`config.mk`:
```
export PLATFORM = sky130hd
export DESIGN_NAME = uart_stream_tx
export DESIGN_NICKNAME = d
export VERILOG_FILES = /design/src/rtl/uart_stream_tx.sv
export SDC_FILE = /design/constraint.sdc
export NUM_CORES = 1
export LEC_CHECK = 0
export ABC_AREA = 1
export CAP_MARGIN = 0
export CORE_ASPECT_RATIO = 0.5
export CORE_MARGIN = 1
export CORE_UTILIZATION = 43
export DETAILED_ROUTE_END_ITERATION = 7
export GPL_ROUTABILITY_DRIVEN = 0
export GPL_TIMING_DRIVEN = 0
export HOLD_SLACK_MARGIN = 0.15
export PLACE_DENSITY = 0.67
export SYNTH_ARGS = -nofsm -noshare
export SYNTH_HDL_FRONTEND = slang
export SYNTH_SLANG_ARGS = --single-unit
```
`constraint.sdc`:
```
create_clock -name clock -period 2.8 [get_ports clock]
set_clock_uncertainty 0.15 [all_clocks]
set_input_delay 0.28 -clock clock [delete_from_list [all_inputs] [get_ports clock]]
set_output_delay 0.28 -clock clock [all_outputs]
set_load 0.01 [all_outputs]
```
`src/rtl/uart_stream_tx.sv`:
```
// Byte-stream to asynchronous serial transmitter (8N1, or 8E1 when
// UART_STREAM_TX_PARITY_EN is defined) with canPeek/peek/consume input.
module uart_stream_tx #(
    parameter int CLKS_PER_BIT = 434
) (
    input  logic        clock,
    input  logic        reset,
    input  logic        in_canPeek,
    input  logic [7:0]  in_peek,
    output logic        in_consume_en,
    output logic        uart_tx,
    output logic        busy,
    output logic [15:0] frames_sent
);

    localparam int CNT_W = (CLKS_PER_BIT > 1) ? $clog2(CLKS_PER_BIT) : 1;
    localparam logic [CNT_W-1:0] TERM = CNT_W'(CLKS_PER_BIT - 1);

    localparam logic [2:0] IDLE   = 3'd0;
    localparam logic [2:0] START  = 3'd1;
    localparam logic [2:0] DATA   = 3'd2;
    localparam logic [2:0] PARITY = 3'd3;
    localparam logic [2:0] STOP   = 3'd4;

    logic [2:0]       state;
    logic [CNT_W-1:0] cnt;
    logic [3:0]       idx;
    logic [7:0]       shift;
    logic             term;
`ifdef UART_STREAM_TX_PARITY_EN
    logic             par;
`endif

    assign term          = (cnt == TERM);
    assign busy          = (state != IDLE);
    // Gated by reset so no byte is dequeued while the transmitter is held.
    assign in_consume_en = reset && (state == IDLE) && in_canPeek;

    // uart_tx is loaded with the level of the bit about to be driven, so the
    // line always comes straight from a flop.
    always_ff @(posedge clock or negedge reset) begin
        if (!reset) begin
            state       <= IDLE;
            cnt         <= '0;
            idx         <= '0;
            shift       <= '0;
            uart_tx     <= 1'b1;
            frames_sent <= '0;
`ifdef UART_STREAM_TX_PARITY_EN
            par         <= 1'b0;
`endif
        end else begin
            if (state != IDLE)
                cnt <= term ? '0 : cnt + 1'b1;
            case (state)
                IDLE: begin
                    if (in_canPeek) begin
                        shift   <= in_peek;
                        cnt     <= '0;
                        idx     <= '0;
                        uart_tx <= 1'b0;
                        state   <= START;
`ifdef UART_STREAM_TX_PARITY_EN
                        par     <= ^in_peek;
`endif
                    end
                end
                START: begin
                    if (term) begin
                        uart_tx <= shift[0];
                        state   <= DATA;
                    end
                end
                DATA: begin
                    if (term) begin
                        shift <= {1'b0, shift[7:1]};
                        if (idx == 4'd7) begin
`ifdef UART_STREAM_TX_PARITY_EN
                            uart_tx <= par;
                            state   <= PARITY;
`else
                            uart_tx <= 1'b1;
                            state   <= STOP;
`endif
                        end else begin
                            idx     <= idx + 4'd1;
                            uart_tx <= shift[1];
                        end
                    end
                end
`ifdef UART_STREAM_TX_PARITY_EN
                PARITY: begin
                    if (term) begin
                        uart_tx <= 1'b1;
                        state   <= STOP;
                    end
                end
`endif
                STOP: begin
                    if (term) begin
                        uart_tx     <= 1'b1;
                        frames_sent <= frames_sent + 16'd1;
                        state       <= IDLE;
                    end
                end
                default: begin
                    uart_tx <= 1'b1;
                    state   <= IDLE;
                end
            endcase
        end
    end

endmodule
```
==> impl_metrics.json, run 1 <==
{
  "detail-route-antenna-nets": 0,
  "drc": 0,
  "hold_violations": 0,
  "hold_buffers": 1,
  "ys_warn_count": 0,
  "grt_use_met3_pct": 4.600,
  "cts_resized": 0,
  "yosysSeqAreaShare_pct": 44.02,
  "postCtsSetupBuffers": 0,
  "ioPinCount": 30,
  "design_area_um2": 2853,
  "grt_use_met1_pct": 24.52,
  "cp_data_required_time_ns": 2.37,
  "fmax_ghz": 0.4061,
  "max_stage_delay_ns": 0.53,
  "synth_area_um2": 2333,
  "vias": 2063,
  "grt_pass1_vias": 1817,
  "period_share_pct": 87.95,
  "worst_path_max_delay_cell": "clkdlybuf4s50_1",
  "power_leakage_nw": 1.359,
  "placed_cell_area_um2": 2726,
  "port_buffers": 29,
  "worstSkewPairLatency_ns": 0.30,
  "irDropWorstVdd_uv": 368.7,
  "first_pass_iters": 5,
  "synth.area.top_cells": "dfrtp_1, nand2_1, nand3_1, inv_1, nor2_1",
  "grt_pass1_wl_um": 8231,
  "async_flop_share_pct": 100.0,
  "cp_cell_sequence": "dlygate4sd3_1 > buf_2 > buf_12 > nand2_1 > nor2_1 > clkdlybuf4s50_1",
  "via_per_inst": 4.900,
  "final_max_slew_viol_count": 0,
  "grt_antenna_before_repair": 0,
  "synth_common_cells": "nand2_1, dfrtp_1, inv_1, nand3_1, nor2_1",
  "clk_path_buf_depth": 2,
  "clk_pin_slew_ns": 0.08,
  "p_per_area_nw_per_um2": 608.7,
  "p_total_w": 0.001736,
  "status": "complete, no violations",
  "numCtsBuffers": 5,
  "synthCells": 312,
  "cts_root_buffer": "clkbuf_8",
  "start_util_pct": 46.05,
  "grt_max_degree": 34,
  "die_x_um": 106.2,
  "startpoint_type": "input pin",
  "rows": 18,
  "synth_top_area_share_pct": 42.90,
  "rsz0062_at_grt": "false",
  "wl_um": 4784,
  "ys_seq_elements": 41,
  "synth_edf_count": 0,
  "drive_gt1_share_pct": 9.687,
  "top_usage_layer": "met2",
  "diodes": 0,
  "synth_nets": 327,
  "path_class": "in2out",
  "die-area_um2": 5743,
  "crit_path_end_kind": "output port",
  "nNetsFinal": 365,
  "yosysTopAreaCell": "dfrtp_1",
  "coreArea_um2": 5067,
  "worstPathArrival_ns": 2.03,
  "relSlewSlack_pct": 73.02,
  "cp_max_fo": 33,
  "setup_viol": 0,
  "tightest_slew_ns": 0.4016,
  "drv_cap": 0,
  "synth_ff_type": "dfrtp_1",
  "avgSynthCellArea_um2": 7.479,
  "wire_per_inst_um": 11.36,
  "cts.htree.levels": 2,
  "dp_hpwl_um": 3571,
  "synth.distinct_cells": 30,
  "finalCriticalPeriod_ns": 2.462,
  "area_growth_pct": 22.25,
  "use_met2_pct": 31.06,
  "clock-sinks": 41,
  "hold_path_class": "in2async",
  "grt_overflow": 0,
  "grt_usage_pct": 18.79,
  "cts_tree": "done",
  "fillerInstances": 487,
  "synth.most_common_cell": "nand2_1",
  "die_h_um": 54.09,
  "drt_iter0_markers": 83
}
-- layer usage --
layer,part of all wire (%),vias up,wire length [um]
li1,-,1061,-
met1,51,960,2442
met2,44,34,2103
met3,3.7,8,179
met4,1.2,0,59
met5,0,-,0
-- flip-flops by register name, indices dropped and copies added (netlist names) --
signal,flops
frames_sent,16
state,3
cnt,9
idx,4
shift,8
uart_tx,1
-- area by class of cell --
cell class | instances | area, um^2 | area share [%]
timing repair buffer | 31 | 315.3 | 11.05
clock inverter | 1 | 30.03 | 1.053
tap | 70 | 87.58 | 3.070
sequential | 41 | 1027 | 36.01
clock buffer | 7 | 86.33 | 3.026
inverter | 33 | 128.9 | 4.518
multi-input combinational | 236 | 1165 | 40.83
buffer | 2 | 12.51 | 0.4386
-- logic make-up after synthesis --
| family | synth area share (%) |
|---|---|
| DFF | 44.02 |
| buffers and inverters | 6.059 |
| xor gates and xnor gates | 5.255 |
| adders and majority gates | 2.145 |
| AOI/OAI and AO/OA | 5.684 |
| and+or+nand+nor | 36.84 |
-- cells in the final DEF, fill, tap and decap left out, types with 4 or more instances in the layout --
cell / netlist / final
ha_1: 4 / 4
nand3_1: 22 / 22
nand2_2: 4 / 4
o21ai_1: 4 / 4
o22ai_1: 4 / 4
nand4_1: 4 / 4
o21ai_0: 12 / 12
nand2_1: 123 / 123
xnor2_1: 7 / 7
clkbuf_8: 0 / 6
xor2_1: 7 / 7
nor3_1: 7 / 7
inv_2: 4 / 4
clkdlybuf4s50_1: 0 / 28
nor2_2: 4 / 4
nor2_1: 21 / 21
dfrtp_1: 40 / 40
inv_1: 28 / 28
-- worst max-delay path, delay by kind of cell --
kind | cells | cell delay (ns)
buffers and inverters | 4 | 1.56
and+or+nand+nor | 2 | 0.18
-- path summary, 6_finish.rpt --
check	startpoint	endpoint	slack (ns)	cells after the start
max in group asynchronous	reset	uart_tx$_DFFE_PN1P_	1.75	3
worst min register to register	uart_tx$_DFFE_PN1P_	uart_tx$_DFFE_PN1P_	0.33	2
min in group clock	uart_tx$_DFFE_PN1P_	uart_tx$_DFFE_PN1P_	0.33	2
worst max-delay path	reset	in_consume_en	0.34	6
worst max register to register	cnt[1]$_DFF_PN0_	frames_sent[12]$_DFFE_PN0P_	1.06	9
worst min-delay path	reset	frames_sent[8]$_DFFE_PN0P_	0.23	2
-- per-stage QoR --
stage	setup TNS, ns	worst slack (ns)	utilization, %	hold WS (ns)	std cells
4_1_cts	0	0.2965	56.30	0.2267	421
3_5_place_dp	0	0.8284	53.80	0.01633	412
6_report	0	0.3375	56.30	0.2277	421
3_3_place_gp	-0.5870	-0.5870	53.51	0.3125	411
2_1_floorplan	0	1.266	-	-0.1656	312
5_1_grt	0	0.2043	56.30	0.2330	421
-- power breakdown --
part	switching [W]	internal (W)
clock	0.000204	0.000291
sequential	0.000115	0.000729
combinational	0.000215	0.000183
Note: power is estimated with default switching activity, not from simulation.
==> inputs of run 2 (changes only) <==
Settings changed: GPL_TIMING_DRIVEN 0 to default, PLACE_DENSITY 0.67 to default, PLACE_DENSITY_LB_ADDON from default to 0.1, SLEW_MARGIN from default to 20.
==> impl_metrics.json, run 2 (synthesis results as in run 1) <==
{
  "status": "complete, no violations",
  "path_common_cell": "inv_2",
  "irDropWorstVdd_uv": 328.3,
  "path_class": "reg2out",
  "drc": 0,
  "cts_resized": 0,
  "relSlewSlack_pct": 62.44,
  "numCtsBuffers": 5,
  "finalCriticalPeriod_ns": 2.343,
  "die_x_um": 106.2,
  "worstSkewPairLatency_ns": 0.29,
  "grt_pass1_wl_um": 8604,
  "worstPathArrival_ns": 1.91,
  "grt_pass1_vias": 1882,
  "drt_iter0_markers": 97,
  "utilization_pct": 55.14,
  "grt_max_degree": 42,
  "hold_buffers": 1,
  "p_total_w": 0.001607,
  "pre_cts_ws_ns": 0.7914,
  "ioPinCount": 30,
  "wl_um": 5067,
  "power_leakage_nw": 1.333,
  "worst_path_max_delay_cell": "clkdlybuf4s50_1",
  "drv_cap": 0,
  "rows": 18,
  "max_stage_delay_ns": 0.57,
  "p_per_area_nw_per_um2": 575.2,
  "setup_ws_ns": 0.4567,
  "hold_violations": 0,
  "port_buffers": 29,
  "die_h_um": 54.09,
  "clock-sinks": 41,
  "final_cell_mix": "nand2_1, dfrtp_1, inv_1, clkdlybuf4s50_1, nand3_1",
  "fmax_ghz": 0.4267,
  "grt_overflow": 0,
  "dp_hpwl_um": 3829,
  "crit_family": "buffers and inverters",
  "final.setup.tns_ns": 0,
  "cp_data_required_time_ns": 2.37,
  "vias": 2025,
  "final_max_slew_viol_count": 0,
  "first_pass_iters": 4,
  "startpoint_type": "flip-flop",
  "start_util_pct": 46.05,
  "postCtsSetupBuffers": 0,
  "drive_gt1_share_pct": 9.169,
  "cts_root_buffer": "clkbuf_8",
  "tightest_slew_ns": 0.5628,
  "detail-route-antenna-nets": 0,
  "via_per_inst": 4.833,
  "crit_path_end_kind": "output port",
  "critPathBufInv": 3,
  "area_growth_pct": 19.73,
  "reg_top3": "frames_sent (16), cnt (9), shift (8)",
  "clk_pin_slew_ns": 0.08,
  "rsz0062_at_grt": "false",
  "final_common_cell": "nand2_1",
  "wire_per_inst_um": 12.09,
  "diodes": 0,
  "largest_reg_flops": 16,
  "cp_max_fo": 6,
  "cp_cell_sequence": "inv_2 > nand2_2 > nor2_2 > inv_2 > nor2_1 > clkdlybuf4s50_1",
  "die-area_um2": 5743,
  "largest_register": "frames_sent",
  "period_share_pct": 83.69,
  "coreArea_um2": 5067,
  "clk_path_buf_depth": 2,
  "hold_slack_ns": 0.3268,
  "cts_tree": "done",
  "grt_antenna_before_repair": 0,
  "grt_usage_pct": 19.68,
  "hold_path_class": "reg2reg",
  "cts.htree.levels": 2,
  "nNetsFinal": 363,
  "setup_viol": 0,
  "fillerInstances": 489
}
-- run 2: metrics by stage --
stage / instance area (um^2) / cells
global placement: 2701 / 410
CTS: 2794 / 419
detailed placement: 2701 / 410
finish: 2794 / 419
global route: 2794 / 419
floorplan: 2333 / 312
-- run 2: layout make-up --
| cell class | count | area (um^2) | area share, % |
|---|---|---|---|
| Clock buffer | 6 | 72.57 | 2.597 |
| Clock inverter | 2 | 10.01 | 0.3583 |
| Multi-Input combinational cell | 236 | 1165 | 41.69 |
| Sequential cell | 41 | 1027 | 36.77 |
| Timing Repair Buffer | 31 | 302.8 | 10.84 |
| Inverter | 33 | 128.9 | 4.613 |
| Tap cell | 70 | 87.58 | 3.135 |
-- run 2: routing by layer --
layer  track usage (%)  up-vias  share of wire, %
li1                  -     1056                 -
met1             25.60      930                51
met2             34.20       34                45
met3             4.600        5               3.9
met4             4.167        0              0.39
met5                 0        -                 0
-- run 2: final timing paths --
kind,start,endpoint,slack (ns),cells after the start
setup / recovery,state[2]$_DFFE_PN0P_,in_consume_en,0.46,6
hold / removal,uart_tx$_DFFE_PN1P_,uart_tx$_DFFE_PN1P_,0.33,2
setup reg to reg,cnt[1]$_DFF_PN0_,frames_sent[15]$_DFFE_PN0P_,0.85,9
hold reg to reg,uart_tx$_DFFE_PN1P_,uart_tx$_DFFE_PN1P_,0.33,2
max in group asynchronous,reset,uart_tx$_DFFE_PN1P_,1.61,3
min in group asynchronous,reset,frames_sent[6]$_DFFE_PN0P_,0.51,3
-- run 2: worst register-to-register path, cell delays in order (launching register included) --
cell	delay, ns
dfrtp_1	0.40
inv_1	0.08
ha_1	0.16
inv_1	0.05
nor3_1	0.15
nand3_1	0.15
nor2_2	0.33
inv_1	0.21
nand2_1	0.10
nand2_1	0.05
-- run 2: where the power goes --
part           total [W]  switching, W  leakage (nW)  internal (W)
combinational   0.000389      0.000209         0.750      0.000179
sequential      0.000846      0.000118         0.538      0.000729
clock           0.000372      0.000199        0.0450      0.000173
total            0.00161      0.000526          1.33       0.00108
==> inputs of run 3 (changes only) <==
Clock period 2.8 ns to 2.3 ns, I/O delays scaled along.
==> impl_metrics.json, run 3 (synthesis results as in run 1) <==
{
  "numCtsBuffers": 5,
  "cp_max_fo": 6,
  "relSlewSlack_pct": 64.95,
  "path_common_cell": "inv_2",
  "use_met2_pct": 33.44,
  "grt_max_degree": 42,
  "final_max_slew_viol_count": 0,
  "port_buffers": 29,
  "power.share.clock_pct": 25.4,
  "status": "complete, no violations",
  "tightest_slew_ns": 0.5257,
  "multi_input_area_um2": 1170,
  "rsz0062_at_grt": "false",
  "wl_um": 4990,
  "largest_reg_flops": 16,
  "drv_cap": 0,
  "area_growth_pct": 21.39,
  "drt_iter0_markers": 82,
  "period_share_pct": 91.75,
  "coreArea_um2": 5067,
  "die_x_um": 106.2,
  "grt_use_met3_pct": 4.964,
  "crit_path_end_kind": "output port",
  "detail-route-antenna-nets": 0,
  "max_stage_delay_ns": 0.54,
  "dp_hpwl_um": 3771,
  "fillerInstances": 496,
  "startpoint_type": "flip-flop",
  "fmax_ghz": 0.4739,
  "ioPinCount": 30,
  "grt_pass1_wl_um": 8376,
  "grt_use_met1_pct": 24.50,
  "grt_pass1_vias": 1881,
  "largest_register": "frames_sent",
  "p_int_w": 0.001378,
  "irDropWorstVdd_uv": 354.9,
  "nNetsFinal": 365,
  "finalNonFillerCells": 421,
  "p_per_area_nw_per_um2": 718.1,
  "grt_usage_pct": 19.27,
  "cts_tree": "done",
  "worstSkewPairLatency_ns": 0.30,
  "rows": 18,
  "hold_slack_ns": 0.3312,
  "final_cell_mix": "nand2_1, dfrtp_1, inv_1, clkdlybuf4s50_1, nand3_1",
  "worst_path_max_delay_cell": "clkdlybuf4s50_1",
  "top_usage_layer": "met2",
  "comb_power_share_pct": 23.8,
  "swShare_pct": 32.25,
  "p_switching_w": 0.0006560,
  "clock-sinks": 41,
  "finalCriticalPeriod_ns": 2.110,
  "cp_cell_sequence": "inv_2 > nand2_2 > nor2_4 > inv_2 > nor2_1 > clkdlybuf4s50_1",
  "path_class": "reg2out",
  "reg_top3": "frames_sent (16), cnt (9), shift (8)",
  "start_util_pct": 46.05,
  "postCtsSetupBuffers": 0,
  "power_leakage_nw": 1.352,
  "seqPwrFrac_pct": 50.8,
  "drive_gt1_share_pct": 9.972,
  "via_per_inst": 4.914,
  "cts.htree.levels": 2,
  "final_common_cell": "nand2_1",
  "register_area_um2": 1027,
  "wire_per_inst_um": 11.85,
  "cts_root_buffer": "clkbuf_8",
  "hold_violations": 0,
  "vias": 2069,
  "cp_data_required_time_ns": 1.92,
  "diodes": 0,
  "post-place-cells": 412,
  "clk_pin_slew_ns": 0.08,
  "setup_viol": 0,
  "grt_overflow": 0,
  "first_pass_iters": 4,
  "drc": 0,
  "grt_antenna_before_repair": 0,
  "die-area_um2": 5743,
  "final.setup.tns_ns": 0,
  "clk_path_buf_depth": 2,
  "die_h_um": 54.09,
  "hold_path_class": "reg2reg",
  "worstPathArrival_ns": 1.73
}
-- run 3: cell count changes in the layout (fill, tap and decap cells not counted), sizes merged --
| cell | before | now |
|---|---|---|
| buf | 2 | 4 |
| clkinv | 3 | 2 |
| clkbuf | 6 | 7 |
-- run 3: path summary, 6_finish.rpt --
| kind | slack [ns] | startpoint | cells after the start | end |
|---|---|---|---|---|
| min in group asynchronous | 0.48 | reset | 3 | frames_sent[12]$_DFFE_PN0P_ |
| max in group asynchronous | 1.14 | reset | 3 | uart_tx$_DFFE_PN1P_ |
| min | 0.33 | uart_tx$_DFFE_PN1P_ | 2 | uart_tx$_DFFE_PN1P_ |
| min reg2reg | 0.33 | uart_tx$_DFFE_PN1P_ | 2 | uart_tx$_DFFE_PN1P_ |
| max reg2reg | 0.54 | cnt[1]$_DFF_PN0_ | 9 | frames_sent[10]$_DFFE_PN0P_ |
| max | 0.19 | state[2]$_DFFE_PN0P_ | 6 | in_consume_en |
-- run 3: cell type report --
type	count	area share [%]
inverters	33	4.549
clock inverters	1	0.1767
multi-input cells	236	41.30
clock buffers	7	3.401
flip-flops and latches	41	36.26
well taps	70	3.092
repair buffers	33	11.22
-- run 3: repair_timing --
action / CTS / global route
resized for setup: 0 / 1
endpoints found under the hold margin: 40 / 0
setup endpoints to repair: 0 / 1
hold buffers: 1 / 0
-- run 3: metrics by stage --
step / setup slack (ns) / area [um^2] / power, W / util, %
final: 0.1898 / 2833 / 0.002034 / 55.90
after CTS: 0.09741 / 2828 / 0.002055 / 55.80
after floorplan: 0.7658 / 2333 / 0.001380 / -
after global routing: 0.06866 / 2833 / 0.002188 / 55.90
after detailed placement: 0.4473 / 2716 / 0.001526 / 53.60
after global placement: 0.4738 / 2716 / 0.001507 / 53.60
-- run 3: power groups by stage --
stage	clock [W]	combinational, W	sequential [W]
after CTS	0.000538	0.000485	0.00103
after global routing	0.000567	0.000561	0.00106
after global placement	0	0.000469	0.00104
final	0.000517	0.000484	0.00103
after floorplan	0	0.000364	0.00102
after detailed placement	0	0.000483	0.00104
-- run 3: worst max-delay path: cells and delay by family, from the launching register on --
kind	cells	cell delay (ns)
buf+inv	3	0.71
simple gates	3	0.33
flops	1	0.40
-- run 3: per-layer routing --
metal | vias up | routed length [um]
met2 | 48 | 2234
met1 | 954 | 2486
met4 | 0 | 46
met3 | 9 | 223
met5 | - | 0
li1 | 1058 | -
